`config.mk`:
```
export PLATFORM = sky130hd
export DESIGN_NAME = mem_block_mover
export DESIGN_NICKNAME = d
export VERILOG_FILES = /design/src/rtl/mem_block_mover.sv
export SDC_FILE = /design/constraint.sdc
export NUM_CORES = 1
export LEC_CHECK = 0
export BUFFER_PORTS_ARGS = -buffer_cell sky130_fd_sc_hd__buf_2
export CORE_UTILIZATION = 50
export DETAILED_ROUTE_END_ITERATION = 7
export PLACE_DENSITY = 0.79
export SLEW_MARGIN = 40
export SYNTH_ARGS = -nofsm -noshare
export SYNTH_HDL_FRONTEND = slang
export SYNTH_SLANG_ARGS = --single-unit
```
`constraint.sdc`:
```
create_clock -name Clock -period 5.2 [get_ports Clock]
set_input_delay 0.26 -clock Clock [delete_from_list [all_inputs] [get_ports Clock]]
set_output_delay 0.26 -clock Clock [all_outputs]
set_load 0.03 [all_outputs]
```
`src/rtl/mem_block_mover.sv`:
```
// mem_block_mover
// Data-memory bus initiator that copies a byte block between two regions or
// fills a region with a constant byte. Addresses wrap modulo 256. The memory
// port is driven by a decode of the current state and the captured request.
module mem_block_mover (
    input  logic       Clock,
    input  logic       Reset,
    input  logic       Start,
    input  logic       Mode,
    input  logic [7:0] SrcAddr,
    input  logic [7:0] DstAddr,
    input  logic [7:0] Length,
    input  logic [7:0] FillValue,
    output logic       Busy,
    output logic       Done,
    output logic [7:0] MemAddress,
    output logic [7:0] MemWriteData,
    output logic       MemWrite,
    input  logic [7:0] MemData
);

    localparam logic [1:0] ST_IDLE  = 2'd0;
    localparam logic [1:0] ST_READ  = 2'd1;
    localparam logic [1:0] ST_WRITE = 2'd2;
    localparam logic [1:0] ST_DONE  = 2'd3;

    logic [1:0] state_r;
    logic       mode_r;
    logic [7:0] src_r;
    logic [7:0] dst_r;
    logic [7:0] fill_r;
    logic [7:0] cnt_r;
    logic [7:0] idx_r;
    logic [7:0] buf_r;

    // Request capture, transfer sequencing and byte staging between READ and WRITE.
    always_ff @(posedge Clock) begin
        if (Reset) begin
            state_r <= ST_IDLE;
            mode_r  <= 1'b0;
            src_r   <= 8'h00;
            dst_r   <= 8'h00;
            fill_r  <= 8'h00;
            cnt_r   <= 8'h00;
            idx_r   <= 8'h00;
            buf_r   <= 8'h00;
        end else begin
            case (state_r)
                ST_IDLE: begin
                    if (Start) begin
                        mode_r <= Mode;
                        src_r  <= SrcAddr;
                        dst_r  <= DstAddr;
                        fill_r <= FillValue;
                        cnt_r  <= Length;
                        idx_r  <= 8'h00;
                        if (Length == 8'd0) begin
                            state_r <= ST_DONE;
                        end else if (Mode) begin
                            state_r <= ST_WRITE;
                        end else begin
                            state_r <= ST_READ;
                        end
                    end else begin
                        state_r <= ST_IDLE;
                    end
                end
                ST_READ: begin
                    buf_r   <= MemData;
                    state_r <= ST_WRITE;
                end
                ST_WRITE: begin
                    idx_r <= idx_r + 8'd1;
                    cnt_r <= cnt_r - 8'd1;
                    // Last byte: cnt is checked before its decrement lands.
                    if (cnt_r == 8'd1) begin
                        state_r <= ST_DONE;
                    end else if (mode_r) begin
                        state_r <= ST_WRITE;
                    end else begin
                        state_r <= ST_READ;
                    end
                end
                ST_DONE: begin
                    state_r <= ST_IDLE;
                end
                default: begin
                    state_r <= ST_IDLE;
                end
            endcase
        end
    end

    // Memory-port and status decode from the current state and captured request.
    always_comb begin
        Busy         = 1'b0;
        Done         = 1'b0;
        MemAddress   = 8'h00;
        MemWriteData = 8'h00;
        MemWrite     = 1'b0;
        case (state_r)
            ST_READ: begin
                Busy       = 1'b1;
                MemAddress = src_r + idx_r;
            end
            ST_WRITE: begin
                Busy       = 1'b1;
                MemAddress = dst_r + idx_r;
                MemWrite   = 1'b1;
                if (mode_r) begin
                    MemWriteData = fill_r;
                end else begin
                    MemWriteData = buf_r;
                end
            end
            ST_DONE: begin
                Done = 1'b1;
            end
            default: begin
                Busy = 1'b0;
            end
        endcase
    end

endmodule
```
==> impl_metrics.sql <==
INSERT INTO impl_metrics (metric_group, metric, value, unit) VALUES
('status', 'run_status', 'completed', ''),
('worst_setup_path', 'crit_fanout', '26', ''),
('cts', 'cts-buffers-inserted', '5', ''),
('detailed_routing', 'drt.antenna.violating_nets', '0', ''),
('worst_setup_path', 'timing_worst_setup_path_type', 'flop to output pin', ''),
('job', 'max-cap-violations', '0', ''),
('power', 'power_switching_share', '30.5', '%'),
('worst_setup_path', 'critPathCaptureType', 'output pin', ''),
('power', 'p_sw', '250', 'uW'),
('floorplanning', 'placement_rows', '26', ''),
('yosys', 'library_cell_with_the_highest_instance_count_after_synthesis', 'nand2_1', ''),
('detailed_routing', 'number_of_design_rule_violations_left_after_detail_routing', '0', ''),
('power', 'power_density', '258', 'nW/um2'),
('detailed_routing', 'avgRoutedWirePerCell', '13.5', 'um'),
('floorplanning', 'die_x', '76.6', 'um'),
('yosys', 'ys.warnings.count', '0', ''),
('min_path', 'holdCritPathClass', 'input port to flop', ''),
('floorplanning', 'die_h', '76.6', 'um'),
('yosys', 'synth_async_sr_flop_share', '0', '%'),
('finish', 'multi_input_area', '1630', 'um2'),
('floorplanning', 'die_ar', '5870', 'um2'),
('yosys', 'synth_area', '2780', 'um2'),
('global_route', 'grt_remaining_overflow', '0', ''),
('placement', 'numPlacedInstances', '456', ''),
('yosys', 'synth.net_count', '404', ''),
('global_route', 'gr-usage-all-layers', '21.8', '%'),
('worst_setup_path', 'crit_path_frequent_cell', 'inv_1', ''),
('yosys', 'avgSynthCellArea', '8.07', 'um2'),
('timing', 'setup_violations', '0', ''),
('worst_setup_path', 'path_cells', 'inv_1, ha_2, mux2_2, ha_1, inv_1, fa_1, nor2b_1, o31ai_1, a2111o_1, nand3_1, buf_2', ''),
('cts', 'cts.reportedPaths.clkPinSlew', '0.10', 'ns'),
('cts', 'cts_buffer_depth', '2', ''),
('timing', 'worst_pin_slew', '0.844', 'ns'),
('floorplanning', 'start_util', '53.1', '%'),
('detailed_routing', 'drt_pre_antenna_iters', '4', ''),
('timing', 'timing.clock.skew', '0.00292', 'ns'),
('power', 'share_seq_of_total_power', '52.3', '%'),
('yosys', 'synth.lib_cells_used.distinct', '47', ''),
('placement', 'place_congestion', '0.900', ''),
('timing', 'slew_headroom', '43.8', '%'),
('cts', 'worstSkewPairLatency', '0.31', 'ns'),
('worst_setup_path', 'worst-endpoint-required', '4.94', 'ns'),
('cts', 'post-cts-setup-buffer-count', '0', ''),
('worst_setup_path', 'crit_path_start_kind', 'flop', ''),
('worst_setup_path', 'cp_top_family', 'adder cells', ''),
('floorplanning', 'fp.coreArea', '5240', 'um2'),
('yosys', 'synth_top_cell_area_share', '36.7', '%'),
('yosys', 'synthTopCellsByArea', 'dfxtp_1 (37%), nand2_1 (8.2%), a21oi_1 (7.4%)', ''),
('global_route', 'number_of_global_route_vias_before_repair', '2336', ''),
('finish', 'final_core_util', '60.8', '%'),
('detailed_routing', 'route.vias.total', '2522', ''),
('power', 'clock_power_share', '28.9', '%'),
('power', 'p_int', '571', 'uW'),
('finish', 'antenna_cells', '0', ''),
('worst_setup_path', 'timing.critical_path.buf_inv', '3', ''),
('finish', 'final.fill_count', '495', ''),
('yosys', 'netlist.top_cell.by_area', 'dfxtp_1', ''),
('timing', 'hold_violations', '0', ''),
('cts', 'post_cts_resized', '0', ''),
('cts', 'tritoncts', 'done', ''),
('yosys', 'yosys_register_bits', '51', ''),
('timing', 'post-route-period-util', '66.8', '%'),
('power', 'share_of_power_burned_in_combinational_logic', '18.8', '%'),
('timing', 'setup_repair_after_global_routing_missed_its_margin', 'false', ''),
('timing', 'setup_total_negative_slack', '0', 'ns'),
('timing', 'timing.final.max_slew_violations', '0', ''),
('cts', 'cts_hold_repair.buffers', '0', ''),
('cts', 'sink_count', '51', ''),
('timing', 'finalCriticalPeriod', '3.47', 'ns'),
('yosys', 'netlist_instances', '345', ''),
('finish', 'design.final.nets', '452', '');
logic make-up after synthesis:
kind of cell,synth area share [%]
compound gates,15.9
flops,36.7
simple gates,22.8
buf+inv,5.08
fa+ha+maj,7.01
mux,10.6
xor+xnor,1.89
state kept, by name, summed over array words and instances (netlist names):
register,count
buf_r,8
cnt_r,8
dst_r,8
fill_r,8
idx_r,8
src_r,8
state_r,2
mode_r,1
stage by stage:
step | power, uW | cell area [um2] | worst slack (ns) | hold WS, ns
after floorplan | 549 | 2780 | 2.05 | 0.396
after global placement | 586 | 3080 | 1.93 | 0.443
after detailed placement | 591 | 3090 | 2.13 | 0.444
after CTS | 827 | 3180 | 1.75 | 0.169
after global routing | 863 | 3180 | 1.56 | 0.165
final | 822 | 3180 | 1.73 | 0.174
layout by cell type (no fill, tap or decap), types with 3 or more instances in the layout:
cell      instances
nand3_1           6
mux2i_1          19
nor2_1           33
xor2_1            4
dfxtp_1          51
a211oi_1          3
or3_1             3
buf_2            62
ha_1             13
nand2_1          60
clkbuf_8          5
o21ai_0          12
nand2b_1          3
nor3b_1           3
nor3_1            8
nor2b_1           6
a21o_1            4
inv_1            11
a21oi_1          41
nand4_1           6
mux2_2            7
worst min-delay path, cell delays in order:
cell and delay, ns:
buf_2 0.09, nand2_1 0.04, a21oi_1 0.05
power groups by stage:
stage	registers, uW	clock network, uW	logic (uW)
6_report	430	238	154
5_1_grt	433	260	170
4_1_cts	430	243	154
3_5_place_dp	439	0	153
3_3_place_gp	438	0	148
2_1_floorplan	432	0	116
per-layer routing:
metal	track usage [%]	vias up	part of all wire, %
met5	0	-	0
met4	9.42	0	2.2
met3	4.79	16	4.3
met2	36.0	60	48
met1	27.0	1163	46
li1	-	1283	-
cell type report:
class / count / share of cell area, %
multi-input combinational: 262 / 51.2
sequential: 51 / 32.1
timing repair buffer: 62 / 9.75
tap: 70 / 2.75
clock buffer: 5 / 2.16
inverter: 11 / 1.30
clock inverter: 3 / 0.747
worst paths after layout:
path | startpoint | to | slack [ns] | cells after the start
worst min-delay path | FillValue[6] | fill_r[6] | 0.17 | 3
worst min register to register | src_r[0] | src_r[0] | 0.46 | 2
worst max-delay path | state_r[0] | MemAddress[6] | 1.73 | 11
worst max register to register | state_r[0] | cnt_r[3] | 3.05 | 6
(Power assumes the default switching activity.)
